<file path="src/rtl/i2s_decoder_pkg.sv">
// Shared audio definitions for the I2S receive path: channel encoding,
// default sample width and the decoder FSM state encoding.
package i2s_decoder_pkg;

    localparam logic LEFT  = 1'b0;
    localparam logic RIGHT = 1'b1;

    localparam int DEFAULT_SAMPLE_BITS = 16;

    // Bits without a word-select change before the stream is considered stalled.
    localparam int STALL_BITS = 64;

    typedef enum logic {
        WAIT_SYNC  = 1'b0,
        SHIFT_WORD = 1'b1
    } state_t;

endpackage

</file>
<file path="src/rtl/i2s_decoder_sync_edge_det.sv">
// Multi-flop synchroniser for an asynchronous input, with a rising-edge
// detector on the synchronised level (one extra flop of history).
module sync_edge_det #(
    parameter int SYNC_STAGES = 2
) (
    input  logic clk,
    input  logic reset,
    input  logic din,
    output logic sync_o,
    output logic rise_o
);

    logic [SYNC_STAGES-1:0] chain;
    logic                   prev;

    always_ff @(posedge clk or posedge reset) begin
        if (reset) begin
            chain <= '0;
            prev  <= 1'b0;
        end else begin
            chain <= {chain[SYNC_STAGES-2:0], din};
            prev  <= chain[SYNC_STAGES-1];
        end
    end

    assign sync_o = chain[SYNC_STAGES-1];
    assign rise_o = sync_o & ~prev;

endmodule

</file>
<file path="src/rtl/i2s_decoder.sv">
// Philips I2S receiver: oversamples BCLK/LRCK/SDATA in the clk domain and
// delivers left/right samples as a pair with a one-clk valid strobe.
module i2s_decoder
    import i2s_decoder_pkg::*;
#(
    parameter int SAMPLE_BITS = DEFAULT_SAMPLE_BITS,
    parameter int SYNC_STAGES = 2
) (
    input  logic                   clk,
    input  logic                   reset,
    input  logic                   bclk_i,
    input  logic                   lrclk_i,
    input  logic                   dacdat_i,
    input  logic                   enable_i,
    output logic [SAMPLE_BITS-1:0] l_chan_o,
    output logic [SAMPLE_BITS-1:0] r_chan_o,
    output logic                   sample_valid_o,
    output logic                   frame_err_o,
    output logic                   locked_o
);

    localparam int CW = $clog2(SAMPLE_BITS + 2);
    localparam int RW = $clog2(STALL_BITS);

    logic bclk_level_unused, lrclk_rise_unused, dacdat_rise_unused;
    logic bclk_rise, lr_s, dat_s;

    sync_edge_det #(.SYNC_STAGES(SYNC_STAGES)) u_bclk_sync (
        .clk(clk), .reset(reset), .din(bclk_i), .sync_o(bclk_level_unused), .rise_o(bclk_rise));
    sync_edge_det #(.SYNC_STAGES(SYNC_STAGES)) u_lrclk_sync (
        .clk(clk), .reset(reset), .din(lrclk_i), .sync_o(lr_s), .rise_o(lrclk_rise_unused));
    sync_edge_det #(.SYNC_STAGES(SYNC_STAGES)) u_dacdat_sync (
        .clk(clk), .reset(reset), .din(dacdat_i), .sync_o(dat_s), .rise_o(dacdat_rise_unused));

    state_t                 state, state_nxt;
    logic [SAMPLE_BITS-1:0] shift_reg, shift_nxt, l_hold, l_hold_nxt;
    logic [SAMPLE_BITS-1:0] l_out_nxt, r_out_nxt, shifted, word;
    logic [CW-1:0]          bit_cnt, bit_cnt_nxt, word_len, pad;
    logic [RW-1:0]          run_cnt, run_cnt_nxt;
    logic                   lrck_last, lr_primed, word_edge, bit_in_word, short_word;
    logic                   valid_nxt, err_nxt, locked_nxt;

    // lrck_last only becomes meaningful after one sampled bit, so the first
    // bclk rise after reset primes it instead of faking a word edge.
    assign word_edge   = bclk_rise & lr_primed & (lr_s != lrck_last);
    assign bit_in_word = bit_cnt < CW'(SAMPLE_BITS);
    assign shifted     = bit_in_word ? {shift_reg[SAMPLE_BITS-2:0], dat_s} : shift_reg;
    assign word_len    = bit_in_word ? bit_cnt + 1'b1 : bit_cnt;
    assign short_word  = word_len < CW'(SAMPLE_BITS);
    assign pad         = short_word ? CW'(SAMPLE_BITS) - word_len : '0;
    assign word        = shifted << pad;

    // sample_valid_o is a strobe, not a handshake: l_chan_o/r_chan_o change
    // only in the cycle it is high and hold until the next strobe.
    always_comb begin
        state_nxt   = state;
        shift_nxt   = shift_reg;
        bit_cnt_nxt = bit_cnt;
        run_cnt_nxt = run_cnt;
        l_hold_nxt  = l_hold;
        l_out_nxt   = l_chan_o;
        r_out_nxt   = r_chan_o;
        valid_nxt   = 1'b0;
        err_nxt     = 1'b0;
        locked_nxt  = locked_o;
        if (!enable_i) begin
            state_nxt   = WAIT_SYNC;
            locked_nxt  = 1'b0;
            shift_nxt   = '0;
            bit_cnt_nxt = '0;
            run_cnt_nxt = '0;
        end else begin
            case (state)
                WAIT_SYNC: begin
                    if (word_edge) begin
                        state_nxt   = SHIFT_WORD;
                        shift_nxt   = '0;
                        bit_cnt_nxt = '0;
                        run_cnt_nxt = '0;
                        l_hold_nxt  = '0;
                    end
                end
                SHIFT_WORD: begin
                    if (word_edge) begin
                        shift_nxt   = '0;
                        bit_cnt_nxt = '0;
                        run_cnt_nxt = '0;
                        err_nxt     = short_word;
                        if (lrck_last == LEFT) begin
                            l_hold_nxt = word;
                        end else begin
                            l_out_nxt  = l_hold;
                            r_out_nxt  = word;
                            valid_nxt  = 1'b1;
                            locked_nxt = 1'b1;
                        end
                    end else if (bclk_rise) begin
                        shift_nxt = shifted;
                        if (bit_cnt != CW'(SAMPLE_BITS + 1))
                            bit_cnt_nxt = bit_cnt + 1'b1;
                        if (run_cnt == RW'(STALL_BITS - 1)) begin
                            state_nxt   = WAIT_SYNC;
                            locked_nxt  = 1'b0;
                            shift_nxt   = '0;
                            bit_cnt_nxt = '0;
                            run_cnt_nxt = '0;
                        end else begin
                            run_cnt_nxt = run_cnt + 1'b1;
                        end
                    end
                end
                default: state_nxt = WAIT_SYNC;
            endcase
        end
    end

    always_ff @(posedge clk or posedge reset) begin
        if (reset) begin
            state          <= WAIT_SYNC;
            shift_reg      <= '0;
            bit_cnt        <= '0;
            run_cnt        <= '0;
            l_hold         <= '0;
            lrck_last      <= 1'b0;
            lr_primed      <= 1'b0;
            l_chan_o       <= '0;
            r_chan_o       <= '0;
            sample_valid_o <= 1'b0;
            frame_err_o    <= 1'b0;
            locked_o       <= 1'b0;
        end else begin
            state          <= state_nxt;
            shift_reg      <= shift_nxt;
            bit_cnt        <= bit_cnt_nxt;
            run_cnt        <= run_cnt_nxt;
            l_hold         <= l_hold_nxt;
            l_chan_o       <= l_out_nxt;
            r_chan_o       <= r_out_nxt;
            sample_valid_o <= valid_nxt;
            frame_err_o    <= err_nxt;
            locked_o       <= locked_nxt;
            if (bclk_rise) begin
                lrck_last <= lr_s;
                lr_primed <= 1'b1;
            end
        end
    end

endmodule

</file>
<file path="config.mk">
export PLATFORM = sky130hd
export DESIGN_NAME = i2s_decoder
export DESIGN_NICKNAME = d
export VERILOG_FILES = /design/src/rtl/i2s_decoder_pkg.sv /design/src/rtl/i2s_decoder_sync_edge_det.sv /design/src/rtl/i2s_decoder.sv
export SDC_FILE = /design/constraint.sdc
export NUM_CORES = 1
export LEC_CHECK = 0
export BUFFER_PORTS_ARGS = -buffer_cell sky130_fd_sc_hd__buf_2
export CORE_ASPECT_RATIO = 1.75
export CORE_MARGIN = 5
export CORE_UTILIZATION = 40
export DETAILED_ROUTE_END_ITERATION = 7
export GPL_ROUTABILITY_DRIVEN = 0
export PLACE_DENSITY_LB_ADDON = 0.1
export RECOVER_POWER = 25
export SYNTH_ARGS = -nofsm -noshare
export SYNTH_HDL_FRONTEND = slang
export SYNTH_SLANG_ARGS = --single-unit
</file>
<file path="constraint.sdc">
create_clock -name clk -period 4.2 [get_ports clk]
set_input_delay 1.26 -clock clk [delete_from_list [all_inputs] [get_ports clk]]
set_output_delay 1.26 -clock clk [all_outputs]
set_load 0.1 [all_outputs]
</file>
[After elaboration in Yosys (flattened, before gate mapping)]
Cells that the tools add are included.
Storage, ports and cells
  flip-flop bits (word level): 88
  input bits: 6
  output and inout bits: 35
  word-level logic and storage cells: 89
Cells by class
  add/subtract/negate cells: 3
  $lt $le $gt $ge: 2
  equal/unequal tests: 13
  shifts and indexed selects: 1
  muxes and demuxes: 44
  bitwise gates (word level): 5
  reductions and logical operators: 5
Operator list (count)
  $mux W16: 8
  $pmux W16 S2: 2
  $mux W5: 8
  $mux W6: 5
  $mux W1: 18
  $shl A16 B5 Y16: 1
  $pmux W6 S2: 1
  $reduce_and A4 Y1: 3
  $lt A5 B5 Y1 const B: 2
  $pmux W5 S2: 1
  $add A6 B1 Y6 const B: 1
  $eq A6 B6 Y1 const B: 1
  $ne A3 B1 Y1 const B: 2
  $ne A3 B3 Y1 const B: 2
  $add A5 B1 Y5 const B: 1
  $ne A5 B2 Y1 const B: 1
  $ne A5 B5 Y1 const B: 1
  $sub A5 B5 Y5 const A: 1
  $ne A2 B1 Y1 const B: 2
  $ne A2 B2 Y1 const B: 2
  $ne A4 B3 Y1 const B: 1
  $and A1 B1 Y1: 3
  $reduce_and A3 Y1: 1
  $not A1 Y1: 2
  3 further kinds: 3

[Depth between registers and ports, before layout]
Gate-level depths: netlist of the first run.
  depth in word-level cells: 8
  gate-level depth with buffers: 15
  depth with buffers taken out: 13

[By module]
From an unflattened synthesis of the first run, not the netlist that was laid out.
Unflattened totals
  cell total of the unflattened synthesis: 476
  area total of the unflattened synthesis: 4698.3 sq um
By module, submodules not included
  i2s_decoder: times used 1, cells each 461, area each 4420.5 sq um, sequential area each 2026.9 sq um
  sync_edge_det: times used 3, cells each 5, area each 92.6 sq um, sequential area each 75.1 sq um

[Worst setup path before layout of the first run]
No wires, ideal clock.
  path type: reg2reg
  start point: register bit_cnt[4]
  end point: register l_hold[14]
  library setup time: 0.087 ns
  data arrival time: 3.092 ns
  data required time: 4.113 ns
  slack: 1.021 ns
  cell stages (with the launch flop): 16
  path buffers: 5
  period minus slack after synthesis: 3.179 ns
  path through: dfrtp_1 buf_2 inv_2 clkbuf_1 ha_1 buf_2 buf_2 inv_1 ha_1 nand2b_1 inv_1 nand3_4 buf_2 a221oi_1 o21ai_0 o211ai_1
On the way
  word-level cells in the longest chain between the ends: 8
  elaborated cells on any way between the ends: 11
  those cells by class: 2 x add/sub; 2 x order compare; 1 x shift; 6 x mux
RTL lines
  from (decl): RTL line i2s_decoder.sv:38  | logic [CW-1:0] bit_cnt, bit_cnt_nxt, word_len, pad;
  from (signal assigned): RTL line i2s_decoder.sv:134  | bit_cnt <= bit_cnt_nxt;
  $add A5 B1 Y5 / $lt A5 B5 Y1 (equally long branches): RTL line i2s_decoder.sv:48, i2s_decoder.sv:46
  $mux W5: RTL line i2s_decoder.sv:48  | assign word_len = bit_in_word ? bit_cnt + 1'b1 : bit_cnt;
  $sub A5 B5 Y5 / $lt A5 B5 Y1 (equally long branches): RTL line i2s_decoder.sv:50, i2s_decoder.sv:49
  $mux W5: RTL line i2s_decoder.sv:50  | assign pad = short_word ? CW'(SAMPLE_BITS) - word_len : '0;
  $shl A16 B5 Y16 (*): RTL line i2s_decoder.sv:51  | assign word = shifted << pad;
  $mux W16 (*): RTL line i2s_decoder.sv:89  | if (lrck_last == LEFT) begin
  $mux W16 (*): RTL line i2s_decoder.sv:84  | if (word_edge) begin
  $pmux W16 S2 (*): RTL line i2s_decoder.sv:73  | case (state)
  to (signal assigned): RTL line i2s_decoder.sv:136  | l_hold <= l_hold_nxt;
  to (decl): RTL line i2s_decoder.sv:36  | logic [SAMPLE_BITS-1:0] shift_reg, shift_nxt, l_hold, l_hold_nxt;
Every way passes the cells marked *; elsewhere a longest branch is shown, timed or not. The select of a mux whose other input is x is not followed.
A chain may end at the register's enable or synchronous reset.

[Worst setup path in the final report of the first run]
  start point: register bit_cnt[0]
  end point: register r_chan_o[9]
On the way
  word-level cells in the longest chain between the ends: 5
  elaborated cells on any way between the ends: 8
  those cells by class: 2 x add/sub; 2 x order compare; 1 x shift; 3 x mux
RTL lines
  $add A5 B1 Y5 / $lt A5 B5 Y1 (equally long branches): RTL line i2s_decoder.sv:48, i2s_decoder.sv:46
  $mux W5: RTL line i2s_decoder.sv:48
  $sub A5 B5 Y5 / $lt A5 B5 Y1 (equally long branches): RTL line i2s_decoder.sv:50, i2s_decoder.sv:49
  $mux W5: RTL line i2s_decoder.sv:50
  $shl A16 B5 Y16 (*): RTL line i2s_decoder.sv:51
  to (signal assigned): RTL line i2s_decoder.sv:138  | r_chan_o <= r_out_nxt;
  to (decl): RTL line i2s_decoder.sv:16  | output logic [SAMPLE_BITS-1:0] r_chan_o,
Every way passes the cells marked *; elsewhere a longest branch is shown, timed or not.

==> results.toml, run 1 <==
[power]
p_comb_share_pct = 11.8
p_switching_w = 0.000506
p_sw_share_pct = 25.4
internal_power_w = 0.00148
seqPwrFrac_pct = 44.1
p_clk_share_pct = 44.1
leakage_nw = 2.42
p_per_area_nw_per_um2 = 379
ir_worst_vdd_uv = 289

[global_routing]
grt_antenna_before_repair = 0
grt_pass1_wl_um = 19500
grt_pass1_vias = 3705
gr-total-overflow = 0
grt_max_degree = 55
gr-usage-all-layers_pct = 16.9

[detailed_routing]
ant_nets = 0
drt_wl_total_um = 11500
vias = 3714
vias_per_cell = 5.75
drtPass1Iterations = 4
drt-initial-drc-count = 126
wire_per_inst_um = 17.8
drc = 0

[logic_synthesis]
yosysWarnings = 0
syn_nets = 487
ys_ff_latch = 88
synth_cells = 475
synth-edff-count = 0
synthArstFlopShare_pct = 100
synth.distinct_cells = 65
synth-seq-area-share_pct = 47.4
syn_area_um2 = 4650
avgSynthCellArea_um2 = 9.78
ys.flop_type = "dfrtp_1"

[cts]
cts_max_level = 3
clk_latency_ns = 0.34
postCtsHoldBufs = 0
clk_pin_slew_worst_paths_ns = 0.06
numCtsBuffers = 9
clock_sinks = 88
clockBufferDepth = 2
cts_tree = "yes"
cts_root_buf = "clkbuf_16"
cts_resized = 0
cts_setup_buffers = 0

[place]
dp_slack_ns = 0.474
port-buffer-count = 40
post-dp-hpwl_um = 8590

[floorplanning]
core_um2 = 11500
rows = 52
die_area_um2 = 14000
pin_count = 41
start_util_pct = 40.6
die_w_um = 91.5
die_y_um = 153

[sta]
setup_viol = 0
setup_ws_ns = 0.487
timing_worst_slew_pin_value_ns = 1.48
hold_violations = 0
timing.final.max_slew_violations = 0
post-route-period-util_pct = 88.4
finalCriticalPeriod_ns = 3.71
finalClockSkew_ns = 0.0106
grt_setup_unrepaired = "false"
finalSetupTns_ns = 0
maxSlewHeadroom_pct = 0.882
max_freq_ghz = 0.269

[critical_path]
worstPathRequired_ns = 4.45
criticalPathCategory = "flop to flop"
cp_max_fo = 25
worstSetupStartpointType = "flop"
crit_arrival_ns = 3.96
cp-end-kind = "flop"

[cells_and_area]
drive_above_1_share_pct = 16.6
fin_nets = 519
num_antenna_cells = 0
areaGrowthSynthToFinish_pct = 12.9

[run_status]
failed_checks = "max-capacitance violations"
outcome = "finished with violations"

[hold_path]
hp-class = "flop to flop"

[job]
drv_cap = 1
stage by stage:
| stage | std cells | hold slack (ns) | total power [W] | utilization (%) | cell area, µm² |
|---|---|---|---|---|---|
| final | 646 | 0.348 | 0.00199 | 45.8 | 5250 |
| after global routing | 646 | 0.354 | 0.00207 | 45.8 | 5250 |
| after CTS | 646 | 0.351 | 0.00202 | 46.0 | 5270 |
| after detailed placement | 631 | 0.337 | 0.00113 | 43.1 | 4940 |
| after global placement | 631 | 0.332 | 0.00113 | 43.1 | 4940 |
| after floorplan | 475 | 0.331 | 0.00108 | - | 4650 |
power groups by stage:
stage	registers [W]	clock network (W)	logic, W
final	0.000877	0.000878	0.000234
after global routing	0.000878	0.000936	0.000258
after global placement	0.000892	0	0.000235
after detailed placement	0.000893	0	0.000238
after CTS	0.000877	0.000902	0.000239
after floorplan	0.000921	0	0.000158
final timing paths:
kind,slack (ns),cells past startpoint,from,endpoint
worst min-delay path,0.35,0,u_bclk_sync.chain[0],u_bclk_sync.chain[1]
min in group asynchronous,1.25,2,reset,shift_reg[1]
worst min register to register,0.35,0,u_bclk_sync.chain[0],u_bclk_sync.chain[1]
max in group asynchronous,1.03,3,reset,bit_cnt[2]
worst max-delay path,0.49,11,bit_cnt[0],r_chan_o[9]
worst max register to register,0.49,11,bit_cnt[0],r_chan_o[9]
cell type report:
class	instances	area [µm²]
Multi-Input combinational cell	353	2260
Sequential cell	88	2200
Fill cell	1128	6210
Timing Repair Buffer	47	249
Tap cell	135	169
Inverter	8	31.3
Clock buffer	11	253
Clock inverter	4	77.6
layout by cell type, fill, tap and decap left out, types with 9 or more instances in the layout:
cell | netlist | layout
nand2_1 | 94 | 94
dfrtp_1 | 88 | 88
o21ai_0 | 40 | 40
buf_2 | 14 | 39
o22ai_1 | 26 | 26
a22o_1 | 18 | 18
o211ai_1 | 14 | 14
nor2_1 | 13 | 13
a21o_1 | 13 | 13
a21oi_1 | 12 | 12
mux2i_1 | 11 | 11
nand3_1 | 9 | 9
clkbuf_16 | 0 | 9
cells in the mapped netlist (2+ instances only):
library cell	instances	area share, %
buf_6	3	0.73
clkbuf_1	7	0.57
o22ai_1	26	3.5
ha_1	6	1.6
o21a_1	2	0.32
o221ai_1	2	0.38
a22o_1	18	3.4
mux2i_1	11	2.4
mux2_2	2	0.48
o21ai_1	7	0.75
a22oi_1	5	0.81
a221oi_1	8	1.5
inv_1	7	0.57
o22a_1	2	0.38
xnor2_1	4	0.75
dfrtp_1	88	47
nor3b_1	2	0.32
nand2_1	94	7.6
nand2b_1	5	0.67
buf_2	14	1.5
o211ai_1	14	2.3
buf_4	2	0.32
nand3b_1	5	0.81
nor2b_1	5	0.67
and3_1	5	0.67
nor2_1	13	1.1
nor3_1	2	0.22
a211oi_1	2	0.32
nand4_1	2	0.27
o21ai_0	40	4.3
a21o_1	13	2.1
nand3_1	9	0.97
a32oi_1	5	0.94
nor3_2	2	0.43
a21oi_1	12	1.3
o31ai_1	2	0.32
layer usage:
layer | part of all wire (%) | vias up | track usage, %
met3 | 2.8 | 23 | 2.82
met5 | 0 | - | 0
li1 | - | 1830 | -
met4 | 3.7 | 0 | 7.97
met2 | 54 | 68 | 30.6
met1 | 39 | 1793 | 18.8
kinds of logic after synthesis:
family | count (synthesis) | share of synthesized area [%]
simple gates | 159 | 17.3
buf+inv | 34 | 3.77
fa+ha+maj | 6 | 1.62
mux | 14 | 3.34
flops | 88 | 47.4
xor+xnor | 7 | 1.78
compound gates | 167 | 24.8
worst max-delay path, cell delays in order, from the launching register on:
cell and delay, ns:
dfrtp_1 0.53, ha_1 0.34, nand3_1 0.11, ha_1 0.70
inv_1 0.14, ha_1 0.29, nand2b_1 0.23, inv_1 0.14
nand3_4 0.26, mux2i_1 0.40, o221ai_1 0.24, o21ai_0 0.23
(Power assumes the default switching activity.)
==> run 2, diff against run 1 <==
Settings changed: CORE_ASPECT_RATIO 1.75 to unset, SKIP_LAST_GASP set to 1.
==> results.toml, run 2 (synthesis results as in run 1) <==
[cts]
cts_root_buf = "clkbuf_16"
cts_resized = 0
cts_max_level = 3
clk_pin_slew_worst_paths_ns = 0.06
cts_setup_buffers = 0
clk_latency_ns = 0.34
postCtsHoldBufs = 0
clockBufferDepth = 2
numCtsBuffers = 9
clock_sinks = 88
cts_tree = "yes"

[cells_and_area]
drive_above_1_share_pct = 16.2
final_common_cell = "nand2_1"
areaGrowthSynthToFinish_pct = 11.9
num_antenna_cells = 0
layout_common_cells = "nand2_1, dfrtp_1, o21ai_0, buf_2, o22ai_1"
fin_nets = 518

[place]
dp_slack_ns = 0.817
port-buffer-count = 40
post-dp-hpwl_um = 7870

[floorplanning]
rows = 39
core_um2 = 11400
die_y_um = 118
die_area_um2 = 13900
start_util_pct = 40.7
pin_count = 41
die_w_um = 118

[detailed_routing]
drt-initial-drc-count = 146
vias = 3714
ant_nets = 0
met3_wirelength_um = 396
wl_met2_um = 5400
vias_per_cell = 5.68
drtPass1Iterations = 4
m1WireLength_um = 5040
drt_wl_total_um = 11000
top_layer = "met4"
drc = 0
wire_per_inst_um = 16.8

[global_routing]
grt_pass1_vias = 3584
grt_pass1_wl_um = 18900
gr-total-overflow = 0
grt_antenna_before_repair = 0
grt_max_degree = 36
gr-usage-all-layers_pct = 16.5

[critical_path]
worst_r2r_endpoint = "r_chan_o[9]"
r2r_cells = 12
cp_max_fo = 25
r2r-start = "bit_cnt[0]"
crit_arrival_ns = 3.67
r2r_slack_ns = 0.79
path_depth = 12
path_buf_inv = 3
cp-end-kind = "flop"
criticalPathCategory = "flop to flop"
worstPathRequired_ns = 4.45
crit_chain = "ha_1 -> nand3_1 -> ha_1 -> buf_4 -> inv_1 -> ha_1 -> nand2b_1 -> inv_1 -> nand3_4 -> mux2i_1 -> o221ai_1 -> o21ai_0"
worstSetupStartpointType = "flop"
slowest_stage = "dfrtp_1"
crit_start = "bit_cnt[0]"
path_common_cell = "ha_1"
slowest_delay_ns = 0.64
crit_end = "r_chan_o[9]"
cp_top_family = "adder cells"

[sta]
timing.final.max_slew_violations = 69
max_freq_ghz = 0.293
post-route-period-util_pct = 81.3
finalClockSkew_ns = 0.00788
timing_worst_slew_pin_value_ns = 1.83
finalCriticalPeriod_ns = 3.41
grt_setup_unrepaired = "false"
finalSetupTns_ns = 0
setup_viol = 0
hold_violations = 0
maxSlewHeadroom_pct = -21.8
setup_ws_ns = 0.786

[hold_path]
hp-class = "flop to flop"

[run_status]
outcome = "finished with violations"
failed_checks = "max-capacitance violations, max-slew violations"

[power]
ir_worst_vdd_uv = 199
leakage_nw = 2.38
p_per_area_nw_per_um2 = 361

[job]
drv_cap = 2
run 2: changes by cell type in the layout (fill, tap and decap cells not counted):
cell,before,now
clkinvlp_4,0,3
buf_2,39,40
clkinv_4,2,0
clkbuf_8,2,1
buf_4,6,4
bufinv_16,2,0
clkbuf_2,1,0
inv_6,0,2
clkbuf_1,1,3
run 2: layer usage:
metal  vias up  GRT usage (%)
met5         -              0
met4         0           7.67
met3        12           3.22
met2        57           25.8
met1      1819           22.2
li1       1826              -
run 2: layout make-up:
| class | instances | area [µm²] |
|---|---|---|
| Tap cell | 143 | 179 |
| Multi-Input combinational cell | 353 | 2260 |
| Clock buffer | 11 | 243 |
| Inverter | 8 | 31.3 |
| Timing Repair Buffer | 46 | 238 |
| Sequential cell | 88 | 2200 |
| Fill cell | 1132 | 6220 |
| Clock inverter | 5 | 40.0 |
run 2: through the flow:
step	instance area [µm²]	hold WS (ns)	util, %	power [W]	cells
after CTS	5210	0.353	45.6	0.00191	654
after floorplan	4650	0.331	-	0.00108	475
final	5200	0.350	45.5	0.00188	654
after global placement	4930	0.338	43.1	0.00113	638
after global routing	5200	0.365	45.5	0.00197	654
after detailed placement	4930	0.337	43.1	0.00113	638
run 2: how the worst min path moves through the flow:
stage,start,endpoint,slack (ns),depth (start not counted)
final,u_dacdat_sync.chain[0],u_dacdat_sync.chain[1],0.35,0
after global placement,u_bclk_sync.chain[0],u_bclk_sync.chain[1],0.34,0
after CTS,u_dacdat_sync.chain[0],u_dacdat_sync.chain[1],0.35,0
after global routing,u_dacdat_sync.chain[0],u_dacdat_sync.chain[1],0.37,0
after floorplan,u_bclk_sync.chain[0],u_bclk_sync.chain[1],0.33,0
after detailed placement,u_lrclk_sync.chain[0],u_lrclk_sync.chain[1],0.34,0
run 2: where the power goes:
part / total [W] / switching [W] / internal [W]
Sequential: 0.000876 / 0.0000150 / 0.000861
Clock: 0.000769 / 0.000348 / 0.000422
Combinational: 0.000233 / 0.000165 / 0.0000684
==> run 3, diff against run 2 <==
Settings changed: ABC_AREA set to 1.
Clock period 4.2 ns to 3 ns, I/O delays scaled along.
==> results.toml, run 3 <==
[run_status]
outcome = "finished with violations"
failed_checks = "max-capacitance violations, max-slew violations"

[sta]
hold_violations = 0
maxSlewHeadroom_pct = -28.6
post-route-period-util_pct = 89.5
finalCriticalPeriod_ns = 2.69
whs_ns = 0.354
timing_worst_slew_pin_value_ns = 1.93
setup_viol = 0
finalClockSkew_ns = 0.00928
max_freq_ghz = 0.372
finalSetupTns_ns = 0
timing.final.max_slew_violations = 89
grt_setup_unrepaired = "false"

[logic_synthesis]
synth.distinct_cells = 40
synthArstFlopShare_pct = 100
ys.flop_type = "dfrtp_1"
yosysWarnings = 0
synth-edff-count = 0
yosysMostFrequentCell = "nand2_1"
synth_top_area_cell = "dfrtp_1"
syn_area_um2 = 4690
synth-seq-area-share_pct = 47.0
synth_top_area_share_pct = 47.0
avgSynthCellArea_um2 = 7.97
synth_cells = 588
syn_nets = 600
ys_ff_latch = 88
ys_top_cells_by_area = "dfrtp_1, nand2_1, nand3_1"
synthTopCellsByCount = "nand2_1, dfrtp_1, inv_1"

[detailed_routing]
drt_wl_total_um = 10700
drc = 0
vias_per_cell = 5.06
drt-initial-drc-count = 263
wire_per_inst_um = 13.9
vias = 3900
drtPass1Iterations = 4
ant_nets = 0

[cells_and_area]
fin_nets = 635
drive_above_1_share_pct = 15.8
num_antenna_cells = 0
finalInstanceArea_um2 = 5340
layout_common_cells = "nand2_1, dfrtp_1, inv_1"
areaGrowthSynthToFinish_pct = 14.0
final_common_cell = "nand2_1"

[place]
port-buffer-count = 40
placed_cell_area_um2 = 5010
post-dp-hpwl_um = 7440

[global_routing]
gr-usage-all-layers_pct = 16.1
grt_antenna_before_repair = 0
grt_pass1_wl_um = 18800
gr-total-overflow = 0
grt_pass1_vias = 3836
grt_max_degree = 89

[cts]
clk_pin_slew_worst_paths_ns = 0.06
cts_root_buf = "clkbuf_16"
cts_tree = "yes"
clk_latency_ns = 0.34
numCtsBuffers = 9
cts_resized = 0
clock_sinks = 88
clockBufferDepth = 2
cts_setup_buffers = 0
postCtsHoldBufs = 0
cts_max_level = 3

[floorplanning]
die_y_um = 118
die_w_um = 118
core_um2 = 11500
rows = 39
die_area_um2 = 14000
pin_count = 41
start_util_pct = 40.9

[critical_path]
cp_max_fo = 6
crit_arrival_ns = 2.96
worstSetupStartpointType = "flop"
worstPathRequired_ns = 3.28
r2r_slack_ns = 0.31
cp-end-kind = "flop"
criticalPathCategory = "flop to flop"

[power]
p_per_area_nw_per_um2 = 578
p_total_w = 0.00309
ir_worst_vdd_uv = 625
leakage_nw = 2.67

[hold_path]
hp-class = "flop to flop"

[job]
drv_cap = 1
==> run 3: area by class of cell <==
class	instances	area, µm²
Fill cell	1149	6130
Sequential cell	88	2200
Multi-Input combinational cell	401	2060
Inverter	73	285
Timing Repair Buffer	50	272
Clock buffer	11	243
Tap cell	143	179
Clock inverter	5	104
==> run 3: final timing paths <==
check | from | to | cells after the start
setup reg to reg | bit_cnt[0] | l_hold[15] | 15
max in group asynchronous | reset | l_hold[15] | 3
hold / removal | u_bclk_sync.chain[0] | u_bclk_sync.chain[1] | 0
hold reg to reg | u_bclk_sync.chain[0] | u_bclk_sync.chain[1] | 0
setup / recovery | bit_cnt[0] | l_hold[15] | 15
min in group asynchronous | reset | r_chan_o[4] | 3
==> run 3: report_power, final <==
part	switching (W)	total, W	internal (W)
combinational	0.000435	0.000536	0.000101
sequential	0.0000270	0.00126	0.00124
clock	0.000451	0.00129	0.000836
total	0.000913	0.00309	0.00217
==> run 3: through the flow <==
stage,cells,utilization [%],worst slack (ns)
floorplan,588,-,0.525
global placement,755,43.7,0.377
global route,771,46.6,0.0839
finish,771,46.6,0.315
CTS,771,46.7,0.310
detailed placement,755,43.7,0.341
==> run 3: logic make-up after synthesis <==
group / after synthesis / synth area share, %
compound gates: 86 / 10.1
simple gates: 307 / 31.7
buf+inv: 99 / 9.11
xor+xnor: 2 / 0.534
flops: 88 / 47.0
fa+ha+maj: 6 / 1.60
==> run 3: layer usage <==
metal	global-route usage (%)	part of all wire (%)	up-vias
met3	3.87	5.2	17
met5	0	0	-
li1	-	-	1974
met1	21.4	46	1816
met2	25.4	46	93
met4	6.16	2.0	0
==> run 3: critical path, stage by stage (launching register included) <==
cell     delay, ns
dfrtp_1       0.46
ha_1          0.36
nand2_2       0.08
nand2_2       0.05
ha_1          0.22
nor3b_1       0.15
ha_1          0.19
inv_2         0.17
nand2_8       0.11
nor2_8        0.21
inv_4         0.07
nor2_4        0.16
nand3_1       0.11
nand2_1       0.13
nand2_1       0.08
nand2_1       0.08
